--- src/rtl/serial_accumulator.sv ---
// rtl/serial_accumulator.sv - bit-serial add/subtract accumulator with valid/ready serial streams
//
// Each operation shifts a WIDTH-bit operand in LSB first (SIPO), adds it to or
// subtracts it from the accumulator in a single ADD cycle, then shifts the
// result out LSB first (PISO).
//
// Ports:
//   clk, rst_n          clock, asynchronous active-low reset
//   start, op_sub       begin an operation (IDLE only); 0 = add, 1 = subtract
//   clear               zero the accumulator (IDLE only)
//   in_bit/in_valid     serial operand stream; in_ready high in LOAD
//   out_bit/out_valid   serial result stream; out_valid high in SHIFT_OUT
//   out_ready           downstream accepts out_bit this cycle
//   busy, done          not idle; one-cycle pulse after the last result bit
//   acc, carry, ovf     accumulator, carry/borrow and signed overflow of last op
module serial_accumulator #(
  parameter int WIDTH = 4
) (
  input  logic             clk,
  input  logic             rst_n,
  input  logic             start,
  input  logic             op_sub,
  input  logic             clear,
  input  logic             in_bit,
  input  logic             in_valid,
  output logic             in_ready,
  output logic             out_bit,
  output logic             out_valid,
  input  logic             out_ready,
  output logic             busy,
  output logic             done,
  output logic [WIDTH-1:0] acc,
  output logic             carry,
  output logic             ovf
);

  localparam int CNT_W = $clog2(WIDTH) + 1;

  typedef enum logic [1:0] {
    IDLE      = 2'd0,
    LOAD      = 2'd1,
    ADD       = 2'd2,
    SHIFT_OUT = 2'd3
  } state_t;

  state_t           state, state_nxt;
  logic [WIDTH-1:0] sipo;
  logic [WIDTH-1:0] piso;
  logic [CNT_W-1:0] cnt;
  logic             op_sub_q;
  logic             done_q;

  logic             in_accept;
  logic             out_accept;
  logic             last_bit;
  logic [WIDTH-1:0] addend;
  logic [WIDTH:0]   sum;

  assign in_accept  = (state == LOAD) && in_valid;
  assign out_accept = (state == SHIFT_OUT) && out_ready;
  assign last_bit   = (cnt == CNT_W'(WIDTH - 1));

  // Subtraction is acc + ~operand + 1; the +1 rides in as the carry-in term.
  assign addend = op_sub_q ? ~sipo : sipo;
  assign sum    = {1'b0, acc} + {1'b0, addend} + {{WIDTH{1'b0}}, op_sub_q};

  // Outputs decode straight from the state so an asynchronous reset drops them at once.
  assign in_ready  = (state == LOAD);
  assign out_valid = (state == SHIFT_OUT);
  assign out_bit   = (state == SHIFT_OUT) ? piso[0] : 1'b0;
  assign busy      = (state != IDLE);
  assign done      = done_q;

  always_ff @(posedge clk or negedge rst_n) begin
    if (!rst_n) begin
      state <= IDLE;
    end else begin
      state <= state_nxt;
    end
  end

  always_comb begin
    state_nxt = state;
    case (state)
      IDLE:      if (start) state_nxt = LOAD;
      LOAD:      if (in_accept && last_bit) state_nxt = ADD;
      ADD:       state_nxt = SHIFT_OUT;
      SHIFT_OUT: if (out_accept && last_bit) state_nxt = IDLE;
      default:   state_nxt = IDLE;
    endcase
  end

  always_ff @(posedge clk or negedge rst_n) begin
    if (!rst_n) begin
      acc      <= '0;
      sipo     <= '0;
      piso     <= '0;
      cnt      <= '0;
      op_sub_q <= 1'b0;
      carry    <= 1'b0;
      ovf      <= 1'b0;
      done_q   <= 1'b0;
    end else begin
      // done is registered so it lands in the first IDLE cycle after the last bit.
      done_q <= out_accept && last_bit;
      case (state)
        IDLE: begin
          if (clear) acc <= '0;
          if (start) begin
            op_sub_q <= op_sub;
            cnt      <= '0;
          end
        end
        LOAD: begin
          if (in_valid) begin
            sipo <= {in_bit, sipo[WIDTH-1:1]};
            cnt  <= cnt + 1'b1;
          end
        end
        ADD: begin
          acc   <= sum[WIDTH-1:0];
          piso  <= sum[WIDTH-1:0];
          carry <= op_sub_q ? ~sum[WIDTH] : sum[WIDTH];
          ovf   <= (acc[WIDTH-1] == addend[WIDTH-1]) &&
                   (sum[WIDTH-1] != acc[WIDTH-1]);
          cnt   <= '0;
        end
        SHIFT_OUT: begin
          if (out_ready) begin
            piso <= {1'b0, piso[WIDTH-1:1]};
            cnt  <= cnt + 1'b1;
          end
        end
        default: ;
      endcase
    end
  end

endmodule

--- config.mk ---
export PLATFORM = sky130hd
export DESIGN_NAME = serial_accumulator
export DESIGN_NICKNAME = d
export VERILOG_FILES = /design/src/rtl/serial_accumulator.sv
export SDC_FILE = /design/constraint.sdc
export NUM_CORES = 1
export LEC_CHECK = 0
export CORE_UTILIZATION = 23
export CTS_BUF_LIST = sky130_fd_sc_hd__clkbuf_4
export DETAILED_ROUTE_END_ITERATION = 6
export PLACE_DENSITY = 0.49
export SKIP_CTS_REPAIR_TIMING = 1
export SYNTH_ARGS = -nofsm -noshare
export SYNTH_HDL_FRONTEND = slang
export SYNTH_SLANG_ARGS = --single-unit
--- constraint.sdc ---
create_clock -name clk -period 5.2 [get_ports clk]
set_clock_uncertainty 0.15 [all_clocks]
set_input_delay 1.04 -clock clk [delete_from_list [all_inputs] [get_ports clk]]
set_output_delay 1.04 -clock clk [all_outputs]
set_load 0.02 [all_outputs]
==> flow_summary.html <==
<table>
<tr><th>Metric</th><th>Value</th></tr>
<tr><th colspan="2">Logic synthesis</th></tr>
<tr><td>Cells taking the most area after synthesis</td><td>sky130_fd_sc_hd__dfrtp_1, sky130_fd_sc_hd__ha_1, sky130_fd_sc_hd__mux2_2, sky130_fd_sc_hd__inv_1, sky130_fd_sc_hd__nand2_1</td></tr>
<tr><td>Syn Std Cell Area</td><td>0.00120 sq mm</td></tr>
<tr><td>Leading register cell type out of synthesis</td><td>sky130_fd_sc_hd__dfrtp_1</td></tr>
<tr><td>Fraction of registers with async set or reset after synthesis</td><td>100%</td></tr>
<tr><td>Post-synth cell types</td><td>34</td></tr>
<tr><td>Proportion of synthesized area in mux cells</td><td>11.2%</td></tr>
<tr><td>Portion of synthesized cell area occupied by the leading cell type</td><td>43.8%</td></tr>
<tr><td>Sequential cell area fraction in the yosys report</td><td>43.8%</td></tr>
<tr><td>Synthesized-area fraction occupied by adder cells</td><td>11.1%</td></tr>
<tr><td>Number of synthesized flops with an enable pin</td><td>0</td></tr>
<tr><td>Main combinational cell family by area after synthesis</td><td>simple AND/OR/NAND/NOR gates</td></tr>
<tr><td>Synthesis Warnings</td><td>0</td></tr>
<tr><td>Compound-cell area share of the yosys netlist</td><td>11.5%</td></tr>
<tr><td>Post-synthesis xor/xnor area fraction</td><td>5.11%</td></tr>
<tr><td>Net count after synthesis</td><td>136</td></tr>
<tr><td>Post-synthesis cell type with the largest combined area</td><td>sky130_fd_sc_hd__dfrtp_1</td></tr>
<tr><td>Synthesized instance count</td><td>118</td></tr>
<tr><td>Simple logic cell fraction of the synthesized area</td><td>12.4%</td></tr>
<tr><td>Flip-flop and latch count after synthesis</td><td>21</td></tr>
<tr><td>Mean post-synth cell area</td><td>10.2 sq um</td></tr>
<tr><th colspan="2">Route</th></tr>
<tr><td>WL per Instance</td><td>11.8 um</td></tr>
<tr><td>DR pass1 iterations</td><td>4</td></tr>
<tr><td>DRT iter0 DRCs</td><td>17</td></tr>
<tr><td>Routed wire length</td><td>2410 um</td></tr>
<tr><td>Vias post-DR</td><td>872</td></tr>
<tr><td>Remaining antenna violation count after routing</td><td>0</td></tr>
<tr><td>Detailed-route DRC error count</td><td>0</td></tr>
<tr><td>Post-DR vias/cell</td><td>4.27</td></tr>
<tr><th colspan="2">GRT</th></tr>
<tr><td>Initial antenna violation count</td><td>0</td></tr>
<tr><td>Via count of the first global-routing pass</td><td>873</td></tr>
<tr><td>Maximum number of pins on one net before global-route repair</td><td>22</td></tr>
<tr><td>Total grt overflow</td><td>0</td></tr>
<tr><td>Overall Global Routing Usage</td><td>9.45%</td></tr>
<tr><td>Global-route wire length before repair</td><td>4020 um</td></tr>
<tr><th colspan="2">Timing</th></tr>
<tr><td>Aggregate negative setup slack</td><td>0 ns</td></tr>
<tr><td>Hold slack final</td><td>0.358 ns</td></tr>
<tr><td>Max-slew violations</td><td>0</td></tr>
<tr><td>Transition time at the pin with the least slew margin</td><td>0.964 ns</td></tr>
<tr><td>Fin crit share</td><td>60.4%</td></tr>
<tr><td>Final setup fails</td><td>0</td></tr>
<tr><td>Relative slew margins</td><td>35.5%</td></tr>
<tr><td>Max frequency</td><td>318 MHz</td></tr>
<tr><td>Setup repair after global routing missed its margin</td><td>false</td></tr>
<tr><td>Final Hold Vio Count</td><td>0</td></tr>
<tr><td>Crit path time final</td><td>3.14 ns</td></tr>
<tr><th colspan="2">Place</th></tr>
<tr><td>Hpwl dp</td><td>1860 um</td></tr>
<tr><td>Count of buffers from port buffering</td><td>18</td></tr>
<tr><td>Gpl congestion</td><td>0.833</td></tr>
<tr><th colspan="2">Final layout</th></tr>
<tr><td>Area occupied by multi-input gates</td><td>614 sq um</td></tr>
<tr><td>Area overhead of the layout relative to synthesis</td><td>23.6%</td></tr>
<tr><td>Final core utilization</td><td>30.4%</td></tr>
<tr><td>Number of fillers in the final layout</td><td>527</td></tr>
<tr><td>Nets</td><td>156</td></tr>
<tr><td>Number of diodes added for antenna fixing</td><td>0</td></tr>
<tr><td>FF+latch area</td><td>526 sq um</td></tr>
<tr><td>Proportion of layout cells with a drive suffix above 1</td><td>10.2%</td></tr>
<tr><th colspan="2">Floorplan</th></tr>
<tr><td>Area inside the core boundary</td><td>0.00488 sq mm</td></tr>
<tr><td>Boundary Pins</td><td>19</td></tr>
<tr><td>Die area</td><td>0.00551 sq mm</td></tr>
<tr><td>Number of placement rows</td><td>25</td></tr>
<tr><td>Initial core utilization</td><td>24.6%</td></tr>
<tr><td>Die height</td><td>74.2 um</td></tr>
<tr><td>Chip Width</td><td>74.2 um</td></tr>
<tr><th colspan="2">CTS</th></tr>
<tr><td>Num Clock Sinks</td><td>21</td></tr>
<tr><td>Total clock buffers created by CTS</td><td>3</td></tr>
<tr><td>CTS tree</td><td>done</td></tr>
<tr><td>Clock transition time at the flip-flop clock pins of the worst setup and hold paths</td><td>0.12 ns</td></tr>
<tr><td>Latest clock arrival within the worst-skew pair</td><td>0.30 ns</td></tr>
<tr><td>CTS max path bufs</td><td>2</td></tr>
<tr><td>H-Tree Level Count</td><td>1</td></tr>
<tr><td>Clock root buffer master</td><td>sky130_fd_sc_hd__clkbuf_4</td></tr>
<tr><th colspan="2">Setup path</th></tr>
<tr><td>Data required time of the worst path</td><td>4.01 ns</td></tr>
<tr><td>Critical path fanouts, max</td><td>13</td></tr>
<tr><td>Largest stage delay on the critical path</td><td>0.59 ns</td></tr>
<tr><td>CP endpoint kind</td><td>primary output</td></tr>
<tr><td>Worst reg-to-reg setup slack</td><td>2.90 ns</td></tr>
<tr><td>Critical path data arrival time</td><td>1.95 ns</td></tr>
<tr><td>Crit path max-delay cell type</td><td>sky130_fd_sc_hd__clkdlybuf4s50_1</td></tr>
<tr><td>Series of cell instances along the critical path</td><td>ha_1 -&gt; and2_1 -&gt; clkdlybuf4s50_1</td></tr>
<tr><td>Classification of the worst setup path</td><td>flop to primary output</td></tr>
<tr><td>Critical path startpoint category</td><td>flop</td></tr>
<tr><th colspan="2">Power and ir drop</th></tr>
<tr><td>VDD IR-drop max</td><td>0.171 mV</td></tr>
<tr><td>Share of power burned in the clock network</td><td>8.2%</td></tr>
<tr><td>Power per cell area</td><td>699 mW/mm^2</td></tr>
<tr><td>Power share of the combinational group</td><td>62.3%</td></tr>
<tr><td>Leakage component of the power</td><td>0.649 nW</td></tr>
<tr><td>NetSw</td><td>0.452 mW</td></tr>
<tr><td>Seq pwr share</td><td>29.5%</td></tr>
<tr><td>Design internal power</td><td>0.585 mW</td></tr>
<tr><td>Switching power as a share of total power</td><td>43.6%</td></tr>
<tr><th colspan="2">Hold path</th></tr>
<tr><td>Worst min-delay path category</td><td>flop to flop</td></tr>
<tr><th colspan="2">Status</th></tr>
<tr><td>Outcome</td><td>completed</td></tr>
<tr><th colspan="2">Job</th></tr>
<tr><td>Max-capacitance violation count</td><td>0</td></tr>
</table>
## per-stage QoR
step | cells | setup WS [ns] | total power [mW] | cell area, sq um
after floorplan | 118 | 2.79 | 0.781 | 1200
after global placement | 200 | 2.06 | 0.944 | 1450
after detailed placement | 200 | 2.01 | 0.967 | 1450
after CTS | 204 | 2.03 | 1.06 | 1480
after global routing | 204 | 1.95 | 1.14 | 1480
final | 204 | 2.06 | 1.04 | 1480
## synth_stat cells (all sizes together) (4+ instances only)
master  count
xnor2       4
mux2        8
nand3       4
ha          9
nand2      11
dfrtp      21
inv        13
nor2        4
o21ai      12
mux2i       4
## power by group through the flow
stage / logic (mW) / registers, mW / clock network, mW
floorplan: 0.473 / 0.308 / 0
global placement: 0.638 / 0.306 / 0
detailed placement: 0.656 / 0.311 / 0
CTS: 0.658 / 0.307 / 0.0918
global route: 0.727 / 0.318 / 0.0964
finish: 0.646 / 0.306 / 0.0851
## path summary, 6_finish.rpt
kind / start / to / cells past startpoint
hold / removal: piso[1] / piso[1] / 2
setup / recovery: state[1] / out_bit / 3
setup reg to reg: state[1] / state[1] / 4
hold reg to reg: piso[1] / piso[1] / 2
min in group asynchronous: rst_n / piso[0] / 1
max in group asynchronous: rst_n / sipo[2] / 1
## sequential cells by signal, indices dropped and copies added (netlist names)
| name | cells |
|---|---|
| op_sub_q | 1 |
| sipo | 4 |
| ovf | 1 |
| state | 2 |
| done | 1 |
| acc | 4 |
| piso | 4 |
| cnt | 3 |
| carry | 1 |
## cell families after synthesis
kind of cell | after synthesis
buffers and inverters | 16
multiplexers | 12
adder cells (fa/ha/maj) | 10
XOR/XNOR | 7
AO/OA/AOI/OAI | 22
flip-flops | 21
AND/OR/NAND/NOR | 30
## worst max-delay path, delay by kind of cell, from the launching register on
family / cells / cell delay (ns)
adder cells (fa/ha/maj): 1 / 0.44
buffers and inverters: 1 / 0.59
AND/OR/NAND/NOR: 1 / 0.19
flip-flops: 1 / 0.43
## metal layers
metal	up-vias	wire length, um	share of wire [%]	global-route usage [%]
met3	2	60	2.5	1.08
li1	440	-	-	-
met2	12	1130	47	15.6
met5	-	0	0	0
met1	418	1180	49	12.7
met4	0	29	1.2	3.77
## layout make-up
| type | count | area share, % |
|---|---|---|
| clock buffer | 4 | 2.03 |
| inverter | 13 | 3.29 |
| multi-input combinational | 81 | 41.4 |
| sequential | 21 | 35.4 |
| tap | 67 | 5.65 |
| timing repair buffer | 18 | 12.2 |
## cell usage in the layout (no fill, tap or decap)
master,netlist,layout
sky130_fd_sc_hd__nand2_1,11,11
sky130_fd_sc_hd__a31o_1,1,1
sky130_fd_sc_hd__o21a_1,1,1
sky130_fd_sc_hd__and2_1,1,1
sky130_fd_sc_hd__nand3b_1,1,1
sky130_fd_sc_hd__and3_2,1,1
sky130_fd_sc_hd__a222oi_1,1,1
sky130_fd_sc_hd__nand3_1,4,4
sky130_fd_sc_hd__nor2_1,4,4
sky130_fd_sc_hd__inv_2,1,1
sky130_fd_sc_hd__a22o_1,1,1
sky130_fd_sc_hd__o21ai_1,4,4
sky130_fd_sc_hd__mux2_1,1,1
sky130_fd_sc_hd__a211oi_1,1,1
sky130_fd_sc_hd__clkbuf_4,0,4
sky130_fd_sc_hd__mux2i_1,4,4
sky130_fd_sc_hd__ha_1,9,9
sky130_fd_sc_hd__nand2b_1,3,3
sky130_fd_sc_hd__fa_1,1,1
sky130_fd_sc_hd__nor3b_1,1,1
sky130_fd_sc_hd__mux2_2,6,6
sky130_fd_sc_hd__clkdlybuf4s50_1,0,18
sky130_fd_sc_hd__xor2_1,3,3
sky130_fd_sc_hd__mux2_4,1,1
sky130_fd_sc_hd__o21ai_2,1,1
sky130_fd_sc_hd__a31oi_1,1,1
sky130_fd_sc_hd__o21ai_0,7,7
sky130_fd_sc_hd__a21oi_1,2,2
sky130_fd_sc_hd__nor2b_1,3,3
sky130_fd_sc_hd__or3_1,1,1
sky130_fd_sc_hd__o221ai_1,1,1
sky130_fd_sc_hd__inv_1,12,12
sky130_fd_sc_hd__xnor2_1,4,4
sky130_fd_sc_hd__o22ai_1,1,1
sky130_fd_sc_hd__dfrtp_1,21,21
Note: power is estimated with default switching activity, not from simulation.
==> edit 1: new RTL, same flow settings <==
Set the parameter `WIDTH` to 8 (it was 4).
--- a/src/rtl/serial_accumulator.sv
+++ b/src/rtl/serial_accumulator.sv
@@ -16,3 +16,3 @@
 module serial_accumulator #(
-  parameter int WIDTH = 4
+  parameter int WIDTH = 8
 ) (
Ports: changed (resized acc); port bits go from 19 to 23. No check against the original RTL was run, so the function may have changed too.
==> edit 1 against the original RTL <==
- sequential cell count is 13 higher
- count of clock-buffer cells in the layout is 2 higher
- register-to-register slack worse by 0.35 ns
- area after synthesis is 68% higher
- sequential share of layout area is 0.45 points lower
- routed wire length is 87% higher
- setup slack worse by 0.28 ns
- final cell count is 57% higher
- final area is 64% higher
- highest routed layer unchanged
Power is not shown: default switching activity piles up to over one toggle a cycle in this logic, so the estimate is an artifact.
==> edit 1: results (changes against the original RTL) <==
post-synth net total 213 (+57%); GRT Util Overall 11.1% (+1.7 points); htree depth 2 (+1); met3 WL 137 µm (+130%); register area share after synthesis 42.1% (-1.7 points); initial antenna violation count 0 (unchanged); Worst Hold Depth 2 (unchanged); Hold Path Sink ovf; Root Driver clkbuf_4; Max stage delay on crit path 0.64 ns (+0.05 ns); highest routed layer met4; most instantiated cells after synthesis dfrtp_1, nand2_1, mux2_2, xor2_1, ha_1; first-iteration detailed-routing DRC count 46 (+29); vias in the first global route 1502 (+72%); worst endpoint data arrival time 2.23 ns (+0.28 ns); clk buf depth 2 (unchanged); Avg Vias per Cell 4.63 (+8.3%); FF-to-FF End acc[6]; run status finished clean; CTS clk-pin slew, worst paths 0.12 ns (about the same); cts bufs inserted 5 (+2); Min-Delay Startpoint ovf; largest net degree at the start of global routing 35 (+59%); wire per inst 14.0 µm (+19%); WL met1 2.21 mm (+87%); HPWL after detailed placement 3.32 mm (+79%); top cells by area, synth dfrtp_1, ha_1, mux2_2; PortBufs 22 (+4); CP Max Fanout 23 (+10); GPL Wtd Cong 0.679 (-18%); share of layout cells above drive strength 1 13.9% (+3.7 points); fin nets 236 (+51%); Synth cell types 47 (+38%); ANT cells 0 (unchanged); HP Class reg2reg; Slowest cell on crit path ha_1; Slew @ Worst Pin 0.774 ns (-0.189 ns); Top delay family on crit path adder cells; first-pass GRT wire length 7.58 mm (+89%); router iterations before antenna repair 2 (-2); Clock Latency Late Sink 0.35 ns (+0.05 ns); reg2reg start op_sub_q; R2R setup slack 2.55 ns (-0.35 ns); top flop regs acc x8, piso x8, sipo x8; ys async rst share 100% (unchanged); worst r2r path cells 7 (+3); met2 WL 2.08 mm (+83%); Yosys Warn Count 0 (unchanged)
## edit 1: cell types whose count changed after synthesis, moves of 4 or more
cell     unedited run  this run
inv_1              12         5
nand2_1            11        16
dfrtp_1            21        34
mux2_2              6        13
a21oi_1             2         9
nor2_1              4        10
xor2_1              3        13
o21ai_0             7        11
a21o_1              0         4
## edit 1: area by class of cell
type | instances | area, µm²
flip-flops and latches | 34 | 851
inverters | 5 | 18.8
clock inverters | 2 | 37.5
clock buffers | 6 | 45.0
fillers | 889 | 5910
well taps | 105 | 131
repair buffers | 23 | 228
multi-input cells | 146 | 1120
## edit 1: logic make-up (layout without fill, tap and decap cells)
logic type                 after synthesis  in the layout  synth area share [%]
adders and majority gates               13             13                  8.42
xor gates and xnor gates                16             16                  6.94
DFF                                     34             34                  42.1
buffers and inverters                   12             36                  2.48
muxes                                   19             19                  10.5
AOI/OAI and AO/OA                       46             46                  16.4
and+or+nand+nor                         52             52                  13.1
## edit 1: metal layers
layer / GRT usage [%] / up-vias
met5: 0 / -
met4: 4.10 / 0
met3: 2.53 / 8
met2: 17.4 / 20
met1: 15.0 / 725
li1: - / 733
## edit 1: worst max-delay path by stage
stage	end	startpoint	slack [ns]	cells after the start
after floorplan	out_bit	state[0]	2.49	4
after global placement	state[1]	out_ready	2.10	5
after detailed placement	state[1]	out_ready	2.09	5
after CTS	out_bit	state[0]	1.74	3
after global routing	out_bit	state[0]	1.63	3
final	out_bit	state[0]	1.78	3
## edit 1: metrics by stage
stage	setup slack [ns]	area, µm²	util (%)	std cells	hold slack, ns
after floorplan	2.49	2020	-	192	0.322
after global placement	2.10	2350	28.2	313	0.330
after detailed placement	2.09	2350	28.2	313	0.321
after CTS	1.74	2430	29.1	321	0.353
after global routing	1.63	2430	29.1	321	0.406
final	1.78	2430	29.1	321	0.347
==> edit 2: new RTL, same settings <==
Made on the original files. The 4 states of `state_t` get a one-hot encoding in 4 bits.
--- a/src/rtl/serial_accumulator.sv
+++ b/src/rtl/serial_accumulator.sv
@@ -38,7 +38,7 @@
 
-  typedef enum logic [1:0] {
-    IDLE      = 2'd0,
-    LOAD      = 2'd1,
-    ADD       = 2'd2,
-    SHIFT_OUT = 2'd3
+  typedef enum logic [3:0] {
+    IDLE      = 4'b0001,
+    LOAD      = 4'b0010,
+    ADD       = 4'b0100,
+    SHIFT_OUT = 4'b1000
   } state_t;
Formal check against the unedited RTL: same outputs for any inputs over 10 cycles, from zero or initial values and one cycle with rst_n low; not proved beyond that.
==> edit 2 against the original RTL <==
- die area is 14% higher
- setup slack worse by 0.25 ns
- global-route usage up 0.17 points
- final area increased by 9.5%
- sequential cell count increased by 2
- routed wire length up 16%
- area after synthesis grew 14%
- critical path type unchanged
- critical endpoint unchanged
Power is not compared: it rests on default switching activity, and its combinational part moved more than twofold at a synthesized area within 25%.
==> edit 2: results (changes against the original RTL) <==
cts bufs inserted 3 (unchanged); Hold Path Sink piso[3]; first-iteration detailed-routing DRC count 85 (+68); GRT Util Overall 9.61% (+0.17 points); fin nets 160 (+2.6%); Setup CP Type reg2out; worst endpoint data arrival time 2.20 ns (+0.25 ns); Die W 79.2 µm (+6.7%); Worst Hold Depth 1 (-1); Yosys Warn Count 0 (unchanged); first-pass GRT wire length 4.62 mm (+15%); Synth cell types 43 (+26%); Slew @ Worst Pin 1.04 ns (+0.0761 ns); max-slew violations 0 (unchanged); Root Driver clkbuf_4; ANT cells 0 (unchanged); worst r2r path cells 6 (+2); largest net degree at the start of global routing 24 (+9.1%); overall routed net length 2.79 mm (+16%); Avg Vias per Cell 4.55 (+6.4%); Slowest cell on crit path dfrtp_1; ys async rst share 100% (unchanged); crit path from state[3]; reg2reg start op_sub_q; setup slack at placement 2.16 ns (+0.147 ns); R2R setup slack 3.05 ns (+0.15 ns); clk buf depth 2 (unchanged); Min-Delay Startpoint piso[3]; Max stage delay on crit path 0.63 ns (+0.04 ns); initial antenna violation count 0 (unchanged); FF-to-FF End piso[2]; vias in the first global route 942 (+7.9%); most instantiated cells after synthesis dfrtp_1, nand2_1, mux2_2; Max VDD drop 0.126 mV; PortBufs 18 (unchanged); top cells by area, synth dfrtp_1, mux2_2, ha_1; CP Max Fanout 13 (unchanged); Top delay family on crit path simple AND/OR/NAND/NOR gates; register area share after synthesis 42.1% (-1.7 points); HP Class reg2reg; htree depth 1 (unchanged); GPL Wtd Cong 0.777 (-6.7%); Leak 0.714 nW; Clock Latency Late Sink 0.31 ns; fillers 611 (+16%); run status finished clean; HPWL after detailed placement 2.10 mm (+13%); share of layout cells above drive strength 1 13.8% (+3.6 points); CTS clk-pin slew, worst paths ~0.13 ns; post-synth net total 143 (+5.1%); Hold WS 0.351 ns (-0.00712 ns); router iterations before antenna repair 4 (unchanged)
## edit 2: worst reg2reg max path, cell delays in order (launching register included)
cell	delay [ns]
dfrtp_1	0.52
xor2_1	0.25
inv_1	0.09
fa_1	0.44
xor2_1	0.26
o21ai_1	0.09
mux2_2	0.27
## edit 2: how the worst max path moves through the flow
stage / slack, ns / cells past startpoint / endpoint
detailed placement: 2.16 / 3 / out_bit
finish: 1.81 / 3 / out_bit
global placement: 2.22 / 3 / out_bit
global route: 1.64 / 3 / out_bit
CTS: 1.75 / 3 / out_bit
floorplan: 2.60 / 3 / out_bit
## edit 2: metrics by stage
stage / total power, mW / instances / area [µm²]
final: 0.660 / 217 / 1620
after global routing: 0.706 / 217 / 1620
after CTS: 0.671 / 217 / 1620
after detailed placement: 0.574 / 213 / 1590
after global placement: 0.565 / 213 / 1590
after floorplan: 0.503 / 129 / 1370
## edit 2: final cells by class
type / count / area [µm²] / share of cell area [%]
Inverter: 6 / 22.5 / 1.39
Sequential cell: 23 / 577 / 35.5
Tap cell: 72 / 90.1 / 5.55
Multi-Input combinational cell: 94 / 723 / 44.6
Timing Repair Buffer: 18 / 180 / 11.1
Clock buffer: 4 / 30.0 / 1.85
## edit 2: report_power, final
group	switching (mW)	internal (mW)
Sequential	0.0580	0.213
Clock	0.0571	0.0352
Combinational	0.149	0.148
## edit 2: kinds of logic after synthesis
family                     Yosys count  synth area share [%]
AOI/OAI and AO/OA                   29                  13.5
and+or+nand+nor                     41                  19.3
DFF                                 23                  42.1
adders and majority gates            6                  6.03
xor gates and xnor gates             7                  4.47
muxes                               11                  9.50
buffers and inverters               12                  5.11
## edit 2: per-layer routing
layer  vias to the layer above  GRT usage [%]  routed length [µm]
met5                         -              0                   0
met4                         0           4.91                  59
met3                         5           1.38                  73
met2                        22           15.8                1330
met1                       476           12.2                1330
li1                        484              -                   -
